## config.mk

```make
export PLATFORM = sky130hd
export DESIGN_NAME = pipe_stage_elastic_flat
export DESIGN_NICKNAME = d
export VERILOG_FILES = /design/src/rtl/pipe_stage_elastic_pkg.sv /design/src/rtl/pipe_stage_elastic_if.sv /design/src/rtl/pipe_stage_elastic.sv /design/src/flat_wrapper.sv
export SDC_FILE = /design/constraint.sdc
export NUM_CORES = 1
export LEC_CHECK = 0
export ABC_CLOCK_PERIOD_IN_PS = 3400
export CORE_UTILIZATION = 50
export CTS_CLUSTER_SIZE = 24
export DETAILED_ROUTE_END_ITERATION = 8
export GPL_ROUTABILITY_DRIVEN = 0
export MAX_ROUTING_LAYER = met4
export PLACE_DENSITY = 0.8
export SYNTH_ARGS = -nofsm -noshare
export SYNTH_HDL_FRONTEND = slang
export SYNTH_SLANG_ARGS = --single-unit
```

## constraint.sdc

```tcl
create_clock -name Clock -period 3.4 [get_ports Clock]
set_input_delay 0.34 -clock Clock [delete_from_list [all_inputs] [get_ports Clock]]
set_output_delay 0.34 -clock Clock [all_outputs]
set_load 0.03 [all_outputs]
```

## src/rtl/pipe_stage_elastic_pkg.sv

```systemverilog
// rtl/pipe_stage_elastic_pkg.sv - shared types and helpers for the elastic pipeline stage
package pipe_stage_elastic_pkg;

   typedef enum logic [1:0] {
      PS_EMPTY = 2'd0,
      PS_FULL  = 2'd1,
      PS_SKID  = 2'd2
   } pipe_state_e;

   // Default bubble payload for stages whose NOP encoding is all zeros
   localparam logic [127:0] PS_NOP_ZERO = '0;

   function automatic logic [1:0] occupancy_of(pipe_state_e s);
      case (s)
         PS_FULL: return 2'd1;
         PS_SKID: return 2'd2;
         default: return 2'd0;
      endcase
   endfunction

endpackage

```

## src/rtl/pipe_stage_elastic_if.sv

```systemverilog
// rtl/pipe_stage_elastic_if.sv - upstream/downstream handshake bundle for the elastic stage
interface pipe_stage_elastic_if #(
   parameter int unsigned DATA_W = 128
);

   logic              in_valid;
   logic              in_ready;
   logic [DATA_W-1:0] in_data;
   logic              out_valid;
   logic              out_ready;
   logic [DATA_W-1:0] out_data;

   modport master (
      output in_valid, in_data, out_ready,
      input  in_ready, out_valid, out_data
   );

   modport slave (
      input  in_valid, in_data, out_ready,
      output in_ready, out_valid, out_data
   );

endinterface

```

## src/rtl/pipe_stage_elastic.sv

```systemverilog
// rtl/pipe_stage_elastic.sv - elastic pipeline register with optional skid entry, flush and drop counter
module pipe_stage_elastic
   import pipe_stage_elastic_pkg::*;
#(
   parameter int unsigned       DATA_W    = 128,
   parameter logic [DATA_W-1:0] NOP_VALUE = '0,
   parameter bit                SKID      = 1'b1,
   parameter int unsigned       CNT_W     = 16
) (
   input  logic               Clock,
   input  logic               nReset,
   pipe_stage_elastic_if.slave bus,
   input  logic               flush,
   output logic [1:0]         occupancy,
   output logic [CNT_W-1:0]   drop_cnt
);

   pipe_state_e       state;
   pipe_state_e       state_nxt;
   logic [DATA_W-1:0] main_q;
   logic [DATA_W-1:0] main_d;
   logic [DATA_W-1:0] skid_q;
   logic              in_ready_w;
   logic              out_valid_w;
   logic              in_fire;
   logic              out_fire;
   logic [1:0]        dropped;
   logic [CNT_W:0]    drop_sum;

   assign out_valid_w = (state != PS_EMPTY);
   assign in_fire     = bus.in_valid & in_ready_w;
   assign out_fire    = out_valid_w & bus.out_ready;
   assign occupancy   = occupancy_of(state);

   assign bus.in_ready  = in_ready_w;
   assign bus.out_valid = out_valid_w;
   // Bubble stages downstream decode the payload even when invalid
   assign bus.out_data  = out_valid_w ? main_q : NOP_VALUE;

   always_comb begin
      state_nxt = state;
      main_d    = main_q;
      case (state)
         PS_EMPTY: begin
            if (in_fire) begin
               state_nxt = PS_FULL;
               main_d    = bus.in_data;
            end
         end
         PS_FULL: begin
            if (in_fire && out_fire) begin
               main_d = bus.in_data;
            end else if (in_fire) begin
               state_nxt = SKID ? PS_SKID : PS_FULL;
            end else if (out_fire) begin
               state_nxt = PS_EMPTY;
               main_d    = NOP_VALUE;
            end
         end
         PS_SKID: begin
            if (out_fire) begin
               state_nxt = PS_FULL;
               main_d    = skid_q;
            end
         end
         default: begin
            state_nxt = PS_EMPTY;
            main_d    = NOP_VALUE;
         end
      endcase
      if (flush) begin
         state_nxt = PS_EMPTY;
         main_d    = NOP_VALUE;
      end
   end

   always_ff @(posedge Clock or negedge nReset) begin
      if (!nReset) begin
         state  <= PS_EMPTY;
         main_q <= NOP_VALUE;
      end else begin
         state  <= state_nxt;
         main_q <= main_d;
      end
   end

   generate
      if (SKID) begin : g_skid
         // Registered ready: a pure state decode keeps out_ready off the upstream timing path
         assign in_ready_w = (state != PS_SKID);

         always_ff @(posedge Clock or negedge nReset) begin
            if (!nReset) begin
               skid_q <= NOP_VALUE;
            end else if (flush) begin
               skid_q <= NOP_VALUE;
            end else if ((state == PS_FULL) && in_fire && !bus.out_ready) begin
               skid_q <= bus.in_data;
            end
         end
      end else begin : g_no_skid
         assign in_ready_w = (state == PS_EMPTY) | bus.out_ready;
         assign skid_q     = NOP_VALUE;
      end
   endgenerate

   // Entries leaving via out_fire in the flush cycle were delivered, not squashed
   assign dropped  = occupancy - {1'b0, out_fire};
   assign drop_sum = {1'b0, drop_cnt} + (CNT_W + 1)'(dropped);

   always_ff @(posedge Clock or negedge nReset) begin
      if (!nReset) begin
         drop_cnt <= '0;
      end else if (flush) begin
         drop_cnt <= drop_sum[CNT_W] ? {CNT_W{1'b1}} : drop_sum[CNT_W-1:0];
      end
   end

endmodule

```

## src/flat_wrapper.sv

```systemverilog
// flat-port wrapper written by rule: the top's interface ports become plain ports
module pipe_stage_elastic_flat import pipe_stage_elastic_pkg::*;
#(
   parameter int unsigned       DATA_W    = 128,
   parameter logic [DATA_W-1:0] NOP_VALUE = '0,
   parameter bit                SKID      = 1'b1,
   parameter int unsigned       CNT_W     = 16
)
  (Clock, nReset, flush, occupancy, drop_cnt, bus_in_valid, bus_in_data, bus_out_ready, bus_in_ready, bus_out_valid, bus_out_data);
  pipe_stage_elastic_if #(.DATA_W(DATA_W)) bus_i ();
  input  logic Clock;
  input  logic nReset;
  input  logic flush;
  output logic [1:0] occupancy;
  output logic [CNT_W-1:0] drop_cnt;
  input wire logic [$bits(bus_i.in_valid)-1:0] bus_in_valid;
  input wire logic [$bits(bus_i.in_data)-1:0] bus_in_data;
  input wire logic [$bits(bus_i.out_ready)-1:0] bus_out_ready;
  output wire logic [$bits(bus_i.in_ready)-1:0] bus_in_ready;
  output wire logic [$bits(bus_i.out_valid)-1:0] bus_out_valid;
  output wire logic [$bits(bus_i.out_data)-1:0] bus_out_data;
  assign bus_i.in_valid = bus_in_valid;
  assign bus_i.in_data = bus_in_data;
  assign bus_i.out_ready = bus_out_ready;
  assign bus_in_ready = bus_i.in_ready;
  assign bus_out_valid = bus_i.out_valid;
  assign bus_out_data = bus_i.out_data;
  pipe_stage_elastic #(.DATA_W(DATA_W), .NOP_VALUE(NOP_VALUE), .SKID(SKID), .CNT_W(CNT_W)) u_core (.Clock(Clock), .nReset(nReset), .bus(bus_i), .flush(flush), .occupancy(occupancy), .drop_cnt(drop_cnt));
endmodule
```

# After elaboration in Yosys (flattened, before gate mapping)
# Index checks and enable logic that the tools add are counted.
# word_totals
register_bits	274
in_bits	133
output_inout_bits	148
word_cells	45
# op_classes
addsub	2
eq_ne	9
mux	19
bitwise	2
reduce_logical	9
# op_table
operator	count
$mux 128	9
$pmux 128 s3	1
$add 16x2->17	1
$mux 16	1
$mux 2	6
$ne 4x2->1 const B	2
$reduce_and 4->1	2
$ne 3x2->1 const B	2
$pmux 2 s3	1
$ne 4x4->1 const B	1
$pmux 2 s2	1
$reduce_bool 2->1	2
$logic_and 1x1->1	3
$ne 3x3->1 const B	1
$and 1x1->1	2
$eq 2x1->1 const B	1
$eq 2x2->1 const B	1
$logic_not 2->1	1
$ne 2x2->1 const B	1
$sub 2x1->2	1
$logic_not 1->1	1

# Logic depth before layout (Yosys ltp)
# logic_depth
word_depth	7
mapped_depth	12
mapped_depth_nobuf	10

# Worst setup path before layout
# Ideal clock, no wire load.
# synth_path
path_type	flip-flop to flip-flop
from	reg u_core.state[1]
to	reg u_core.drop_cnt[11]
setup_time_ns	0.077
arrival_ns	2.798
required_ns	3.323
setup_slack_ns	0.525
path_stages_with_launch	13
path_buffers	3
synth_period_minus_slack_ns	2.875
cell_sequence	dfrtp_1 -> buf_2 -> or2_2 -> clkbuf_1 -> and2_1 -> ha_1 -> inv_1 -> ha_1 -> fa_1 -> nand4_1 -> or4_1 -> buf_2 -> o21ai_1
# synth_via
elab_chain_len	5
word_cells_on_any_way	8
cone_classes	add/sub (2); eq/ne (2); mux (2); bitwise (1); reduce/logical (1)
# synth_rtl
element	line	rtl
start, declared	pipe_stage_elastic.sv:18	pipe_state_e state;
start signal, assigned	pipe_stage_elastic.sv:82	state <= state_nxt;
$eq 2x2->1 (tied with other cells)	pipe_stage_elastic_pkg.sv:14	case (s)
$pmux 2 s2 / $and 1x1->1 (equally long branches)	pipe_stage_elastic_pkg.sv:14, pipe_stage_elastic.sv:32	
$sub 2x1->2 *	pipe_stage_elastic.sv:108	assign dropped = occupancy - {1'b0, out_fire};
$add 16x2->17 *	pipe_stage_elastic.sv:109	assign drop_sum = {1'b0, drop_cnt} + (CNT_W + 1)'(dropped);
$mux 16 *	pipe_stage_elastic.sv:115	drop_cnt <= drop_sum[CNT_W] ? {CNT_W{1'b1}} : drop_sum[CNT_W-1:0];
end signal, assigned	pipe_stage_elastic.sv:115	
end, declared	pipe_stage_elastic.sv:15	output logic [CNT_W-1:0] drop_cnt
# Mark *: on every way between the ends. The rest lies on a longest branch, timed or not.
# A chain may end at the register's enable or synchronous reset.

# Final worst setup path
# layout_path
from	reg u_core.state[1]
to	out bus_out_data[75]
# layout_via
elab_chain_len	2
# layout_rtl
element	line	rtl
$reduce_bool 2->1	pipe_stage_elastic.sv:30	assign out_valid_w = (state != PS_EMPTY);
$mux 128	pipe_stage_elastic.sv:38	assign bus.out_data = out_valid_w ? main_q : NOP_VALUE;
end, declared	flat_wrapper.sv:21	output wire logic [$bits(bus_i.out_data)-1:0] bus_out_data;
# No other way between the ends.

==> metrics.md <==
| Metric | Value |
|---|---|
| Port bufs | 280 |
| H-tree Lvls | 1 |
| Worst Skew | 0.00868 ns |
| Vias | 10100 |
| RSZ-0062 raised after global routing | no |
| Yosys reg bits | ~270 |
| Crit path max fanout | around 130 |
| Cts bufs inserted | 29 |
| Hold Path End | u_core.state[0] |
| Net Count, Synth | between 1000 and 1500 |
| Fill cells | 1803 |
| Seq. cell area | between 6000 and 7000 um^2 |
| Row cnt | between 50 and 60 |
| Die span in y | 158 um |
| Synthesized area per cell | approximately 11 um^2 |
| Fin nets | between 1000 and 1500 |
| Clock slew at reported path FFs | ~0.06 ns |
| PwrDens | 513 nW/um^2 |
| Worst slew pin tran | around 0.9 ns |
| Outcome | finished clean |
| Crit end category | output pin |
| Die width | 158 um |
| Minimum clock period | approximately 3.2 ns |
| Most frequent cells after synthesis | dfrtp_1, nand2_1, and2_1, o2bb2ai_1, a22oi_1 |
| Max-cap viol count | 0 |
| Worst setup path class | register to output pin |
| Flop2flop setup slack | ~0.48 ns |
| Final WL | about 34000 um |
| Routed vias/inst | between 5 and 6 |
| Leak | around 7.0 nW |
| CTS Root Cell | clkbuf_16 |
| Top Ports | between 200 and 300 |
| Tcrit/Tclk final | between 90 and 100% |
| CTS tree | yes |
| Placed cell count | around 1600 |
| Fin. max-slew vios | 0 |
| Mapped Area | about 12000 um^2 |
| Crit-path cells | or2_4 -> buf_6 -> and2_1 -> clkdlybuf4s50_1 |
| R2R Path Start | u_core.state[1] |
| Worst vdd rail ir drop | ~0.26 mV |
| Min-Delay Path Depth | 2 |
| Final Hold Vio Count | 0 |
| Min-Delay Path Class | input pin to register |
| Most used DFF post-synth | dfrtp_1 |
| Core Box Area | around 24000 um^2 |
| Max-slew headroom | about two fifths |
| EDFF count, synth | 0 |
| Sequential fraction of the synthesis area | a little under three fifths |
| Reg-to-reg endpoint | u_core.drop_cnt[11] |
| Slowest CP cell | clkdlybuf4s50_1 |
| Remaining antenna violation count | 0 |
| Final setup fails | 0 |
| Largest area contributor in the netlist | dfrtp_1 |
| Worst Path Arrival | around 2.8 ns |
| Data required time of the worst path | between 3 and 4 ns |
| CTS max path bufs | 3 |
| Crit path largest cell delay | ~0.7 ns |
| Post-DP HPWL | slightly above 20000 um |
| Worst r2r path cells | 9 |
| Final worst slack | 0.240 ns |
| Fmax | approximately 0.32 GHz |
| First-pass GRT wire length | roughly 54000 um |
| Detailed-route DRC error count | 0 |
| Fin cells | roughly 1700 |
| Area grow syn2layout | 34.2% |
| Yosys warns | 0 |
| Synth top area share | 56.4% |
| Hold path start | flush |
| Gr usage total | between 20 and 30% |
| Vias in the first global route | 9991 |
| Most common cell in the netlist | dfrtp_1 |
| Final Util | between 60% and 70% |
| Synth area leaders | dfrtp_1, o2bb2ai_1, a22oi_1 |
| DIE AREA | between 20000 and 25000 um^2 |
| Yosys cell types | 45 |
| Clk_lat worst skew | around 0.54 ns |
| Share of synthesized registers carrying an async set or reset | 100% |
| Crit start category | register |
| Share of layout cells above drive strength 1 | ~6.5% |
| Initial DRC count | between 800 and 900 |
| WL/cell | 20.5 um |
| Setup TNS | 0 ns |
| Grt total ovfl | 0 |
| Largest net degree at the start of global routing | 130 |
| Multi-input gate area in the final layout | between 4000 and 5000 um^2 |
| Antenna violations before repair | 1 |
| Pre-CTS setup slack | just over 0.5 ns |
| Clk sink count | 274 |
| Drt pass-1 iters | 6 |
| Post-Syn Instances | roughly 1100 |
| Initial core utilization | between 50% and 60% |
cell families (layout without fill, tap and decap cells):
kind of cell    count (synthesis)  in the layout  share of synthesized area, %
compound gates                404            404                          25.5
simple gates                  302            302                          12.8
flops                         274            274                          56.4
buf+inv                       116            362                          3.98
xor+xnor                        7              7                         0.504
fa+ha+maj                       4              4                         0.473
mux                             4              4                         0.350
other cells                     0              3                             0
metal layers:
layer / routed length, um / global-route usage (%) / share of wire [%]
met3: 2580 / 5.17 / 7.5
met5: 0 / - / 0
met2: 16200 / 43.4 / 47
met4: 1040 / 9.16 / 3.0
met1: 14500 / 37.9 / 42
where the power goes:
part	leakage [nW]	switching, mW	total (mW)	internal [mW]
combinational	2.75	0.745	1.28	0.538
clock	0.520	1.31	3.49	2.18
sequential	3.74	0.150	3.60	3.45
total	7.01	2.21	8.37	6.16
sequential cells by signal (all words and copies together), names as in the netlist:
name             count
u_core.main_q      128
u_core.skid_q      128
u_core.drop_cnt     16
u_core.state         2
metrics by stage:
stage / instance area (um^2) / total power, mW / hold slack [ns]
finish: 16300 / 8.37 / 0.166
global route: 16300 / 8.68 / 0.167
CTS: 16300 / 8.43 / 0.144
detailed placement: 15200 / 4.93 / 0.438
global placement: 15200 / 4.91 / 0.421
floorplan: 12200 / 4.29 / 0.0444
how the worst max path moves through the flow:
stage	start	endpoint	slack, ns
after floorplan	u_core.state[1]	u_core.drop_cnt[11]	0.53
after global placement	u_core.state[1]	u_core.drop_cnt[5]	0.58
after detailed placement	u_core.state[1]	u_core.drop_cnt[13]	0.52
after CTS	u_core.state[1]	bus_out_data[45]	0.21
after global routing	u_core.state[1]	bus_out_data[125]	0.06
final	u_core.state[1]	bus_out_data[75]	0.24
repair_timing:
action	4_1_cts	5_1_grt
setup buffers	0	0
hold endpoints to repair	91	0
resized for setup	1	0
endpoints found under the setup margin	8	0
hold buffers	1	0
layout make-up:
| type | count | area share, % |
|---|---|---|
| antenna | 3 | 0.0460 |
| clock buffer | 42 | 5.17 |
| clock inverter | 12 | 1.35 |
| inverter | 5 | 0.115 |
| multi-input combinational | 721 | 29.9 |
| sequential | 274 | 42.0 |
| tap | 319 | 2.44 |
| timing repair buffer | 303 | 19.0 |
critical path, delay by kind of cell (launching register included):
family	cells	cell delay (ns)
flops	1	0.54
simple gates	2	0.41
buf+inv	2	1.27
placed cells by master (no fill, tap or decap), types with 2 or more instances in the layout:
| cell type | count |
|---|---|
| a21oi_1 | 64 |
| a22o_1 | 67 |
| a22oi_1 | 128 |
| a31oi_1 | 4 |
| and2_1 | 129 |
| buf_12 | 10 |
| buf_4 | 11 |
| bufinv_16 | 6 |
| clkbuf_1 | 6 |
| clkbuf_16 | 29 |
| clkbuf_8 | 7 |
| clkdlybuf4s50_1 | 278 |
| clkinv_2 | 3 |
| dfrtp_1 | 274 |
| diode_2 | 3 |
| ha_1 | 3 |
| inv_1 | 4 |
| mux2_2 | 2 |
| mux2i_1 | 2 |
| nand2_1 | 134 |
| nand3_1 | 5 |
| nand3_2 | 2 |
| nand4_1 | 3 |
| nor2_1 | 6 |
| nor2_4 | 3 |
| nor3_1 | 2 |
| o21ai_0 | 3 |
| o22a_1 | 2 |
| o2bb2ai_1 | 129 |
| o31ai_1 | 2 |
| or3_1 | 2 |
| or4_1 | 3 |
| xnor2_1 | 5 |
| xor2_1 | 2 |
No activity file was read; power rests on OpenSTA's default activity.
